$ cat src/rtl/dm_delay_tap_ctrl_if.sv
// Command, status and IOD delay-line signals for one DDR3 DM lane tap sequencer.
// The training/fabric side and the IOD model use the master view; the sequencer uses the slave view.
interface dm_delay_tap_ctrl_if #(
  parameter int TAP_W = 8
);
  logic             CMD_VALID;
  logic             CMD_READY;
  logic [1:0]       CMD_OP;
  logic             CMD_DIR;
  logic [TAP_W-1:0] CMD_VALUE;
  logic             DONE;
  logic [1:0]       DONE_STATUS;
  logic [TAP_W-1:0] TAP_COUNT;
  logic             ERR_STICKY;
  logic             CLR_ERR;
  logic             DELAY_LINE_MOVE;
  logic             DELAY_LINE_DIRECTION;
  logic             DELAY_LINE_LOAD;
  logic             DELAY_LINE_OUT_OF_RANGE;

  modport master (
    output CMD_VALID, CMD_OP, CMD_DIR, CMD_VALUE, CLR_ERR, DELAY_LINE_OUT_OF_RANGE,
    input  CMD_READY, DONE, DONE_STATUS, TAP_COUNT, ERR_STICKY,
           DELAY_LINE_MOVE, DELAY_LINE_DIRECTION, DELAY_LINE_LOAD
  );

  modport slave (
    input  CMD_VALID, CMD_OP, CMD_DIR, CMD_VALUE, CLR_ERR, DELAY_LINE_OUT_OF_RANGE,
    output CMD_READY, DONE, DONE_STATUS, TAP_COUNT, ERR_STICKY,
           DELAY_LINE_MOVE, DELAY_LINE_DIRECTION, DELAY_LINE_LOAD
  );
endinterface

$ cat src/rtl/dm_delay_tap_ctrl.sv
// Tap sequencer for one DDR3 DM lane IOD delay line.
// Turns load / relative / absolute tap commands into spaced LOAD, MOVE and DIRECTION
// pulses while keeping a shadow tap count that never leaves 0..MAX_TAP.
// Registered outputs are set on the edge that enters a state, so a state's pulse is
// visible during the same clock the FSM occupies that state.
module dm_delay_tap_ctrl #(
  parameter int TAP_W       = 8,
  parameter int MAX_TAP     = 127,
  parameter int DEFAULT_TAP = 1,
  parameter int LOAD_CYCLES = 2,
  parameter int GAP_CYCLES  = 4
) (
  input logic               FAB_CLK,
  input logic               SYNC_RST_N,
  dm_delay_tap_ctrl_if.slave bus
);

  localparam int LCW = $clog2(LOAD_CYCLES + 1);
  localparam int GCW = $clog2(GAP_CYCLES + 1);

  localparam logic [TAP_W-1:0] MAX_T     = TAP_W'(MAX_TAP);
  localparam logic [TAP_W-1:0] DEF_T     = TAP_W'(DEFAULT_TAP);
  localparam logic [LCW-1:0]   LOAD_LAST = LCW'(LOAD_CYCLES - 1);
  localparam logic [GCW-1:0]   GAP_LAST  = GCW'(GAP_CYCLES - 1);

  localparam logic [1:0] OP_LOAD = 2'b00;
  localparam logic [1:0] OP_REL  = 2'b01;
  localparam logic [1:0] OP_ABS  = 2'b10;

  localparam logic [1:0] ST_OK    = 2'b00;
  localparam logic [1:0] ST_BOUND = 2'b01;
  localparam logic [1:0] ST_OOR   = 2'b10;
  localparam logic [1:0] ST_ILL   = 2'b11;

  typedef enum logic [2:0] {
    S_INIT,
    S_IDLE,
    S_LOAD,
    S_MOVE,
    S_GAP,
    S_FIN
  } state_t;

  state_t           state;
  logic             ready_q;
  logic             done_q;
  logic [1:0]       status_q;
  logic             err_q;
  logic [TAP_W-1:0] tap_q;
  logic             move_q;
  logic             load_q;
  logic             dir_q;
  logic [TAP_W-1:0] steps_q;
  logic [LCW-1:0]   load_cnt;
  logic [GCW-1:0]   gap_cnt;
  logic             move_hit;
  logic             from_init;

  logic             accept;
  logic             abs_up;
  logic [TAP_W-1:0] abs_diff;
  logic             new_dir;
  logic [TAP_W-1:0] new_steps;
  logic             move_dir;
  logic [TAP_W-1:0] move_steps;
  logic             move_blocked;
  logic             enter_load;
  logic             enter_move;
  logic             enter_gap;
  logic             enter_fin;
  logic [1:0]       fin_code;
  logic             fin_silent;

  assign accept     = (state == S_IDLE) && ready_q && bus.CMD_VALID;
  assign abs_up     = bus.CMD_VALUE > tap_q;
  assign abs_diff   = abs_up ? (bus.CMD_VALUE - tap_q) : (tap_q - bus.CMD_VALUE);
  assign fin_silent = from_init && !accept;

  // Decode direction and step count of the command being offered; LOAD and illegal ops keep the old direction
  always_comb begin
    new_dir   = dir_q;
    new_steps = steps_q;
    if (bus.CMD_OP == OP_REL) begin
      new_dir   = bus.CMD_DIR;
      new_steps = bus.CMD_VALUE;
    end else if (bus.CMD_OP == OP_ABS) begin
      new_dir   = abs_up;
      new_steps = abs_diff;
    end
  end

  // Next-state decision; a move entered from IDLE uses the freshly decoded command instead of the latched one
  always_comb begin
    enter_load   = 1'b0;
    enter_move   = 1'b0;
    enter_gap    = 1'b0;
    enter_fin    = 1'b0;
    fin_code     = ST_OK;
    move_dir     = (state == S_IDLE) ? new_dir : dir_q;
    move_steps   = (state == S_IDLE) ? new_steps : steps_q;
    move_blocked = move_dir ? (tap_q == MAX_T) : (tap_q == '0);
    case (state)
      S_INIT: enter_load = 1'b1;
      S_IDLE: begin
        if (accept) begin
          case (bus.CMD_OP)
            OP_LOAD: enter_load = 1'b1;
            OP_REL: begin
              if (bus.CMD_VALUE == '0) enter_fin = 1'b1;
              else enter_move = 1'b1;
            end
            OP_ABS: begin
              if (bus.CMD_VALUE > MAX_T) begin
                enter_fin = 1'b1;
                fin_code  = ST_ILL;
              end else if (abs_diff == '0) begin
                enter_fin = 1'b1;
              end else begin
                enter_move = 1'b1;
              end
            end
            default: begin
              enter_fin = 1'b1;
              fin_code  = ST_ILL;
            end
          endcase
        end
      end
      S_LOAD: enter_gap = (load_cnt == '0);
      S_MOVE: begin
        if (move_hit) begin
          enter_fin = 1'b1;
          fin_code  = ST_BOUND;
        end else begin
          enter_gap = 1'b1;
        end
      end
      S_GAP: begin
        if (bus.DELAY_LINE_OUT_OF_RANGE) begin
          enter_fin = 1'b1;
          fin_code  = ST_OOR;
        end else if (gap_cnt == '0) begin
          if (steps_q == '0) enter_fin = 1'b1;
          else enter_move = 1'b1;
        end
      end
      default: ;
    endcase
  end

  // Sequencer state, shadow tap count, IOD pulses and completion reporting
  always_ff @(posedge FAB_CLK) begin
    if (!SYNC_RST_N) begin
      state     <= S_INIT;
      ready_q   <= 1'b0;
      done_q    <= 1'b0;
      status_q  <= ST_OK;
      err_q     <= 1'b0;
      tap_q     <= DEF_T;
      move_q    <= 1'b0;
      load_q    <= 1'b0;
      dir_q     <= 1'b0;
      steps_q   <= '0;
      load_cnt  <= '0;
      gap_cnt   <= '0;
      move_hit  <= 1'b0;
      from_init <= 1'b1;
    end else begin
      move_q  <= 1'b0;
      load_q  <= 1'b0;
      done_q  <= 1'b0;
      ready_q <= 1'b0;
      if (bus.CLR_ERR) err_q <= 1'b0;
      if (accept) begin
        dir_q     <= new_dir;
        steps_q   <= new_steps;
        from_init <= 1'b0;
      end
      if (enter_load) begin
        state    <= S_LOAD;
        load_q   <= 1'b1;
        load_cnt <= LOAD_LAST;
      end else if (enter_move) begin
        state    <= S_MOVE;
        move_hit <= move_blocked;
        if (!move_blocked) begin
          move_q  <= 1'b1;
          tap_q   <= move_dir ? (tap_q + TAP_W'(1)) : (tap_q - TAP_W'(1));
          steps_q <= move_steps - TAP_W'(1);
        end
      end else if (enter_gap) begin
        state   <= S_GAP;
        gap_cnt <= GAP_LAST;
        if (state == S_LOAD) begin
          tap_q   <= DEF_T;
          steps_q <= '0;
        end
      end else if (enter_fin) begin
        state <= S_FIN;
        if (!fin_silent) begin
          done_q   <= 1'b1;
          status_q <= fin_code;
        end
        if (fin_code != ST_OK) err_q <= 1'b1;
      end else begin
        case (state)
          S_IDLE: ready_q <= 1'b1;
          S_LOAD: begin
            load_q   <= 1'b1;
            load_cnt <= load_cnt - LCW'(1);
          end
          S_GAP:  gap_cnt <= gap_cnt - GCW'(1);
          S_FIN: begin
            state   <= S_IDLE;
            ready_q <= 1'b1;
          end
          default: ;
        endcase
      end
    end
  end

  // Direction switches on the accept cycle itself so the IOD sees it a clock ahead of the first step
  assign bus.DELAY_LINE_DIRECTION = accept ? new_dir : dir_q;

  assign bus.CMD_READY       = ready_q;
  assign bus.DONE            = done_q;
  assign bus.DONE_STATUS     = status_q;
  assign bus.TAP_COUNT       = tap_q;
  assign bus.ERR_STICKY      = err_q;
  assign bus.DELAY_LINE_MOVE = move_q;
  assign bus.DELAY_LINE_LOAD = load_q;

endmodule

$ cat src/flat_wrapper.sv
// flat-port wrapper written by rule: the top's interface ports become plain ports
module dm_delay_tap_ctrl_flat 
#(
  parameter int TAP_W       = 8,
  parameter int MAX_TAP     = 127,
  parameter int DEFAULT_TAP = 1,
  parameter int LOAD_CYCLES = 2,
  parameter int GAP_CYCLES  = 4
)
  (FAB_CLK, SYNC_RST_N, bus_CMD_VALID, bus_CMD_OP, bus_CMD_DIR, bus_CMD_VALUE, bus_CLR_ERR, bus_DELAY_LINE_OUT_OF_RANGE, bus_CMD_READY, bus_DONE, bus_DONE_STATUS, bus_TAP_COUNT, bus_ERR_STICKY, bus_DELAY_LINE_MOVE, bus_DELAY_LINE_DIRECTION, bus_DELAY_LINE_LOAD);
  dm_delay_tap_ctrl_if #(.TAP_W(TAP_W)) bus_i ();
  input logic FAB_CLK;
  input logic SYNC_RST_N;
  input wire logic [$bits(bus_i.CMD_VALID)-1:0] bus_CMD_VALID;
  input wire logic [$bits(bus_i.CMD_OP)-1:0] bus_CMD_OP;
  input wire logic [$bits(bus_i.CMD_DIR)-1:0] bus_CMD_DIR;
  input wire logic [$bits(bus_i.CMD_VALUE)-1:0] bus_CMD_VALUE;
  input wire logic [$bits(bus_i.CLR_ERR)-1:0] bus_CLR_ERR;
  input wire logic [$bits(bus_i.DELAY_LINE_OUT_OF_RANGE)-1:0] bus_DELAY_LINE_OUT_OF_RANGE;
  output wire logic [$bits(bus_i.CMD_READY)-1:0] bus_CMD_READY;
  output wire logic [$bits(bus_i.DONE)-1:0] bus_DONE;
  output wire logic [$bits(bus_i.DONE_STATUS)-1:0] bus_DONE_STATUS;
  output wire logic [$bits(bus_i.TAP_COUNT)-1:0] bus_TAP_COUNT;
  output wire logic [$bits(bus_i.ERR_STICKY)-1:0] bus_ERR_STICKY;
  output wire logic [$bits(bus_i.DELAY_LINE_MOVE)-1:0] bus_DELAY_LINE_MOVE;
  output wire logic [$bits(bus_i.DELAY_LINE_DIRECTION)-1:0] bus_DELAY_LINE_DIRECTION;
  output wire logic [$bits(bus_i.DELAY_LINE_LOAD)-1:0] bus_DELAY_LINE_LOAD;
  assign bus_i.CMD_VALID = bus_CMD_VALID;
  assign bus_i.CMD_OP = bus_CMD_OP;
  assign bus_i.CMD_DIR = bus_CMD_DIR;
  assign bus_i.CMD_VALUE = bus_CMD_VALUE;
  assign bus_i.CLR_ERR = bus_CLR_ERR;
  assign bus_i.DELAY_LINE_OUT_OF_RANGE = bus_DELAY_LINE_OUT_OF_RANGE;
  assign bus_CMD_READY = bus_i.CMD_READY;
  assign bus_DONE = bus_i.DONE;
  assign bus_DONE_STATUS = bus_i.DONE_STATUS;
  assign bus_TAP_COUNT = bus_i.TAP_COUNT;
  assign bus_ERR_STICKY = bus_i.ERR_STICKY;
  assign bus_DELAY_LINE_MOVE = bus_i.DELAY_LINE_MOVE;
  assign bus_DELAY_LINE_DIRECTION = bus_i.DELAY_LINE_DIRECTION;
  assign bus_DELAY_LINE_LOAD = bus_i.DELAY_LINE_LOAD;
  dm_delay_tap_ctrl #(.TAP_W(TAP_W), .MAX_TAP(MAX_TAP), .DEFAULT_TAP(DEFAULT_TAP), .LOAD_CYCLES(LOAD_CYCLES), .GAP_CYCLES(GAP_CYCLES)) u_core (.FAB_CLK(FAB_CLK), .SYNC_RST_N(SYNC_RST_N), .bus(bus_i));
endmodule
$ cat config.mk
export PLATFORM = sky130hd
export DESIGN_NAME = dm_delay_tap_ctrl_flat
export DESIGN_NICKNAME = d
export VERILOG_FILES = /design/src/rtl/dm_delay_tap_ctrl_if.sv /design/src/rtl/dm_delay_tap_ctrl.sv /design/src/flat_wrapper.sv
export SDC_FILE = /design/constraint.sdc
export NUM_CORES = 1
export LEC_CHECK = 0
export CORE_MARGIN = 8
export CORE_UTILIZATION = 48
export CTS_BUF_LIST = sky130_fd_sc_hd__clkbuf_4
export CTS_CLUSTER_SIZE = 30
export DETAILED_ROUTE_END_ITERATION = 8
export PLACE_DENSITY = 0.75
export SYNTH_ARGS = -nofsm -noshare
export SYNTH_HDL_FRONTEND = slang
export SYNTH_SLANG_ARGS = --single-unit
$ cat constraint.sdc
create_clock -name FAB_CLK -period 6.2 [get_ports FAB_CLK]
set_input_delay 1.24 -clock FAB_CLK [delete_from_list [all_inputs] [get_ports FAB_CLK]]
set_output_delay 1.24 -clock FAB_CLK [all_outputs]
set_load 0.005 [all_outputs]
==> results of run 1 <==
metrics by stage:
step                      hold WS (ns)  utilization  cells
after global routing            0.4902       0.5690    554
after floorplan                 0.4429            -    433
after CTS                       0.4706       0.5690    554
final                           0.4638       0.5690    554
after detailed placement        0.4537       0.5535    546
after global placement          0.4465       0.5535    546
final cells by class:
type	instances	area share
clock inverters	3	0.01770
multi-input cells	351	0.6511
inverters	31	0.02993
flip-flops and latches	34	0.1751
clock buffers	5	0.009656
repair buffers	34	0.08561
well taps	96	0.03090
cell families after synthesis:
logic type | synth area share
adders and majority gates | 0.1243
and+or+nand+nor | 0.2272
AOI/OAI and AO/OA | 0.3177
buffers and inverters | 0.05625
muxes | 0.02831
xor gates and xnor gates | 0.04632
DFF | 0.2000
layout by cell type (no fill, tap or decap), types with 11 or more instances in the layout:
master           count
nand2_1             34
o22ai_1             13
ha_1                29
o21ai_0             19
nor3_1              11
xnor2_1             12
nor2_1              28
dfxtp_1             34
inv_1               31
clkdlybuf4s50_1     31
nand3_1             12
a21oi_1             26
worst register-to-register path, delay by kind of cell (launching register included):
| family | cells | cell delay [ns] |
|---|---|---|
| AOI/OAI and AO/OA | 8 | 2.15 |
| xor gates and xnor gates | 1 | 0.13 |
| adders and majority gates | 2 | 0.88 |
| buffers and inverters | 2 | 0.29 |
| DFF | 1 | 0.54 |
| and+or+nand+nor | 3 | 0.45 |
flip-flops by register name (all words and copies together) (netlist names):
signal / flops
u_core.bus.TAP_COUNT: 8
u_core.bus.ERR_STICKY: 1
u_core.dir_q: 1
u_core.state: 3
u_core.bus.DONE: 1
u_core.steps_q: 8
u_core.bus.DELAY_LINE_MOVE: 1
u_core.from_init: 1
u_core.bus.DELAY_LINE_LOAD: 1
u_core.move_hit: 1
u_core.load_cnt: 2
u_core.bus.CMD_READY: 1
u_core.gap_cnt: 3
u_core.bus.DONE_STATUS: 2
how the worst max path moves through the flow:
stage	startpoint	to	slack [ns]	cells after the start
2_1_floorplan	bus_CMD_VALUE[0]	u_core.bus.TAP_COUNT[7]	1.52	18
3_3_place_gp	bus_CMD_VALUE[3]	u_core.bus.TAP_COUNT[7]	0.69	16
3_5_place_dp	bus_CMD_VALUE[4]	u_core.bus.TAP_COUNT[7]	0.58	16
4_1_cts	bus_CMD_VALUE[3]	bus_DELAY_LINE_DIRECTION	0.86	8
5_1_grt	bus_CMD_VALUE[0]	u_core.bus.TAP_COUNT[7]	0.61	19
6_report	bus_CMD_VALUE[4]	bus_DELAY_LINE_DIRECTION	0.76	8
per-layer routing:
metal	up-vias	routed length, um
li1	1665	-
met1	1683	4404
met2	146	4657
met3	17	651
met4	0	187
met5	-	0
power groups by stage:
stage | Combinational, mW | Sequential [mW] | Clock [mW]
6_report | 0.154 | 0.231 | 0.209
5_1_grt | 0.168 | 0.232 | 0.221
4_1_cts | 0.152 | 0.231 | 0.212
3_5_place_dp | 0.151 | 0.236 | 0
3_3_place_gp | 0.149 | 0.235 | 0
2_1_floorplan | 0.109 | 0.233 | 0
==> results.md, run 1 <==
* Die width at 100.2 um
* Cells along the critical path: clkdlybuf4s50_1 > ha_1 > nand3_2 > o2111ai_2 > and2_1 > o22ai_1 > a21oi_1 > clkdlybuf4s50_1
* Fraction of layout cells with a size suffix above 1 at 0.09170
* Sequential share of power at 0.389
* Synth Net Count at 481
* Reg2reg setup slack at 1.66 ns
* Count of cell types in the netlist at 75
* Starting Density at 0.4982
* Post_cts resized at 0
* Largest net degree at the start of global routing at 29
* Fin crit period at 5.443 ns
* Pre-CTS WS at 0.5833 ns
* Design Area, Final at 3887 sq um
* Max-cap violation count at 0
* Power share of the clock group at 0.352
* CTS Buf Count at 5
* Via density per instance at 6.338
* CP arrival at 4.20 ns
* Psw at 0.1818 mW
* Req. time, crit path at 4.96 ns
* R2r endpoint: u_core.bus.TAP_COUNT[7]
* Root Driver: clkbuf_4
* Post-place instance area at 3781 sq um
* Mapped Area at 3403 sq um
* Switching share of power at 0.3063
* PortBufs at 31
* Reg2reg start: u_core.bus.TAP_COUNT[4]
* Multi-input gate area at 2531 sq um
* Seq/Total Area, Yosys at 0.2000
* Fillers at 653
* Slowest stage delay, CP at 0.59 ns
* RePlAce Congestion at 0.9223
* Synthesized netlist cell count at 433
* First-pass GRT wire length at 16.41 mm
* CTS tree: yes
* Dominant cells by area after synthesis: dfxtp_1, ha_1, a21oi_1
* Final Total Pwr at 0.5936 mW
* Fin. max-slew vios at 0
* Hold_sp: u_core.bus.DONE_STATUS[0]
* Fin crit share at 0.8779
* Num rows at 30
* Worst slew pin tran at 0.9023 ns
* Grt ovf at 0
* Fmax at 183.7 MHz
* Clk sink count at 34
* Routed WL per cell at 17.87 um
* Met1 Resource Use GR at 0.2560
* Residual DRC at 0
* Area grow syn2layout at 14.23%
* # IOs at 32
* Setup crit start kind: input port
* Final WS setup at 0.7570 ns
* WHS Path Cells at 2
* Worst Path Max Fanout at 14
* Met2 Use GR at 0.3287
* Critical path's top delay family: buffers and inverters
* Die area at 10040 sq um
* Main flop type after synthesis: dfxtp_1
* Post-CTS Hold Buffers at 0
* CP max-delay cell: ha_1
* P per Cell Area at 152.7 nW/um^2
* HPWL after detailed placement at 7.611 mm
* Antenna Cells at 0
* Rel. slew slack at 0.3966
* Synth area leader: dfxtp_1
* GR Util All Layers at 0.1995
* Leak at 1.510 nW
* Register area at 680.7 sq um
* Worst path bufs/invs at 2
* Count of state elements after synthesis at 34
* H-tree depth at 2
* RSZ-0062 raised after global routing: false
* Worst Hold End: u_core.bus.DONE_STATUS[0]
* CP endpoint kind: primary output
* Initial antenna violation count at 0
* Internal power at 0.4118 mW
* Asr flop ratio synth at 0
* Core Area at 6832 sq um
* Most common cell on crit path: clkdlybuf4s50_1
* GR peak layer: met2
* Top post-synthesis cells by count: dfxtp_1, nand2_1, inv_1
* DIE HEIGHT at 100.2 um
* Crit path kind: input port to primary output
* Outcome: completed
* Final nets at 505
* Drt first pass iters at 5
* Setup TNS Final at 0 ns
* Routed Antenna Nets at 0
* Routed via count at 3511
* WL final at 9.900 mm
* Starting DRT DRC Count at 266
* Post-CTS setup buffers at 0
* Mean post-synth cell area at 7.860 sq um
* Clk_lat worst skew at 0.35 ns
* Combinational Power Share at 0.259
* Peak supply drop at 0.0001552 V
* Synth Warn # at 0
* # setup viols final at 0
* Post-synth EDFFs at 0
* Reg2reg path depth at 16
* M3 GR Usage at 0.03599
* Vias in the first global route at 3330
* Layout Skew at 0.006943 ns
* Worst-path clk slew at 0.12 ns
* Maximum clock path buffer count at 2
* Worst hold path class: flop to flop
* Post-synth top area share at 0.2000
* Final Hold Vio Count at 0
No activity file was read; power rests on OpenSTA's default activity.
==> inputs of run 2 (changes only) <==
--- a/config.mk
+++ b/config.mk
@@ -10,6 +10,7 @@
 export CTS_BUF_LIST = sky130_fd_sc_hd__clkbuf_4
 export CTS_CLUSTER_SIZE = 30
 export DETAILED_ROUTE_END_ITERATION = 8
+export MAX_ROUTING_LAYER = met4
 export PLACE_DENSITY = 0.75
 export SYNTH_ARGS = -nofsm -noshare
 export SYNTH_HDL_FRONTEND = slang
==> run 2 against run 1 <==
Utilization is 0.24 points lower; non-clock buffer count is 1 higher; wire length increased by 0.61%; sequential share of layout area up 0.074 points; global-route usage up 0.33 points; via count is 1.6% lower; worst setup slack improved by 0.025 ns; critical path depth stayed put; largest cell class unchanged; maximum frequency up 0.47%; final cell count rose by 0.18%; clock-buffer cell count grew 1.
==> results.md, run 2 (synthesis gave the netlist of run 1 again) <==
* Fraction of layout cells with a size suffix above 1 at 0.09368
* Req. time, crit path at 4.96 ns
* RePlAce Congestion at 0.9182
* Combinational Power Share at 0.276
* Final Hold Vio Count at 0
* RSZ-0062 raised after global routing: false
* Setup crit start kind: input port
* CP endpoint kind: primary output
* Reg2reg start: u_core.bus.TAP_COUNT[4]
* Clk sink count at 34
* Most common cell on crit path: clkdlybuf4s50_1
* Leak at 1.502 nW
* Hold_sp: u_core.bus.ERR_STICKY
* Starting Density at 0.4982
* Placed Cells at 547
* Cells along the critical path: clkdlybuf4s50_1 > ha_1 > nand3_2 > o2111ai_2 > and2_1 > o22ai_1 > a21oi_1 > clkdlybuf4s50_1
* Rel. slew slack at 0.3790
* DIE HEIGHT at 100.2 um
* PortBufs at 31
* Fin util at 0.5667
* R2r endpoint: u_core.bus.TAP_COUNT[7]
* Worst-path clk slew at 0.11 ns
* Setup TNS Final at 0 ns
* Sequential share of power at 0.415
* Antenna Cells at 0
* Residual DRC at 0
* Outcome: completed
* Worst hold path class: flop to flop
* Reg2reg path depth at 16
* WL final at 9.960 mm
* # setup viols final at 0
* Post-CTS Hold Buffers at 0
* GR Util All Layers at 0.2028
* Peak supply drop at 0.0001326 V
* H-tree depth at 2
* Register area at 680.7 sq um
* Routed Antenna Nets at 0
* Worst path bufs/invs at 2
* Area grow syn2layout at 13.75%
* Starting DRT DRC Count at 225
* Maximum clock path buffer count at 2
* Initial antenna violation count at 0
* Commonest non-fill, non-tap cells in the layout: nand2_1, dfxtp_1, inv_1, clkdlybuf4s50_1, ha_1
* Reg2reg setup slack at 1.67 ns
* Drt first pass iters at 5
* Clk_lat worst skew at 0.35 ns
* # IOs at 32
* Crit path kind: input port to primary output
* Hold WS at 0.4715 ns
* Fmax at 184.6 MHz
* Switching share of power at 0.3269
* Vias in the first global route at 3227
* Critical path's top delay family: buffers and inverters
* Slowest stage delay, CP at 0.56 ns
* Die width at 100.2 um
* CP max-delay cell: ha_1
* HPWL after detailed placement at 7.677 mm
* Worst Hold End: u_core.bus.ERR_STICKY
* First-pass GRT wire length at 16.17 mm
* Routed via count at 3456
* Fin crit period at 5.418 ns
* Core Area at 6832 sq um
* CTS Buf Count at 5
* Fin. max-slew vios at 0
* Largest net degree at the start of global routing at 29
* Routed WL per cell at 17.95 um
* Post_cts resized at 0
* Layout Skew at 0.02288 ns
* Max-cap violation count at 0
* Fin cells at 555
* P per Cell Area at 144.0 nW/um^2
* Internal power at 0.3752 mW
* Multi-input gate area at 2531 sq um
* Die area at 10040 sq um
* CTS tree: yes
* Final nets at 506
* Worst slew pin tran at 0.9286 ns
* Psw at 0.1822 mW
* Num rows at 30
* Post-CTS setup buffers at 0
* Worst Path Max Fanout at 11
* WHS Path Cells at 2
* Grt ovf at 0
* Fin crit share at 0.8738
* Fillers at 649
* Root Driver: clkbuf_4
* Via density per instance at 6.227
* CP arrival at 4.18 ns
* Power share of the clock group at 0.310
* Final Total Pwr at 0.5574 mW
==> run 2: area by class of cell <==
type                            instances  share of cell area
Multi-Input combinational cell        351              0.6538
Sequential cell                        34              0.1758
Timing Repair Buffer                   35             0.08791
Tap cell                               96             0.03103
Inverter                               31             0.03006
Clock buffer                            6             0.01164
Clock inverter                          2            0.009696
==> run 2: per-stage QoR <==
stage               cell area (sq um)  setup WS [ns]
floorplan                        3403          1.521
global placement                 3789         0.6822
detailed placement               3789         0.5548
CTS                              3871         0.8370
global route                     3871         0.6000
finish                           3871         0.7822
==> run 2: how the worst max path moves through the flow <==
stage,start,to,cells after the start
after floorplan,bus_CMD_VALUE[0],u_core.bus.TAP_COUNT[7],18
after global placement,bus_CMD_VALUE[3],u_core.bus.TAP_COUNT[7],16
after detailed placement,bus_CMD_VALUE[3],u_core.bus.TAP_COUNT[7],16
after CTS,bus_CMD_VALUE[3],bus_DELAY_LINE_DIRECTION,8
after global routing,bus_CMD_VALUE[0],u_core.bus.TAP_COUNT[7],19
final,bus_CMD_VALUE[3],bus_DELAY_LINE_DIRECTION,8
==> run 2: worst min-delay path, delay by kind of cell, from the launching register on <==
| kind | cells | cell delay [ns] |
|---|---|---|
| flops | 1 | 0.33 |
| simple gates | 1 | 0.06 |
| compound gates | 1 | 0.05 |
==> run 2: power groups by stage <==
stage	clock network (mW)	logic, mW	registers (mW)
2_1_floorplan	0	0.109	0.233
3_3_place_gp	0	0.149	0.235
3_5_place_dp	0	0.151	0.236
4_1_cts	0.174	0.152	0.231
5_1_grt	0.182	0.168	0.232
6_report	0.173	0.154	0.231
==> run 2: layer usage <==
layer	part of all wire	GRT usage
met5	0	-
met4	0.0097	0.05116
met3	0.066	0.03668
met2	0.47	0.3231
met1	0.45	0.2578
==> inputs of run 3 (changes only) <==
--- a/config.mk
+++ b/config.mk
@@ -12,6 +12,8 @@
 export DETAILED_ROUTE_END_ITERATION = 8
 export MAX_ROUTING_LAYER = met4
 export PLACE_DENSITY = 0.75
+export SKIP_LAST_GASP = 1
 export SYNTH_ARGS = -nofsm -noshare
 export SYNTH_HDL_FRONTEND = slang
 export SYNTH_SLANG_ARGS = --single-unit
+export TNS_END_PERCENT = 10
==> results of run 3 <==
The final DEF is identical to that of run 2; final timing and power are the same.
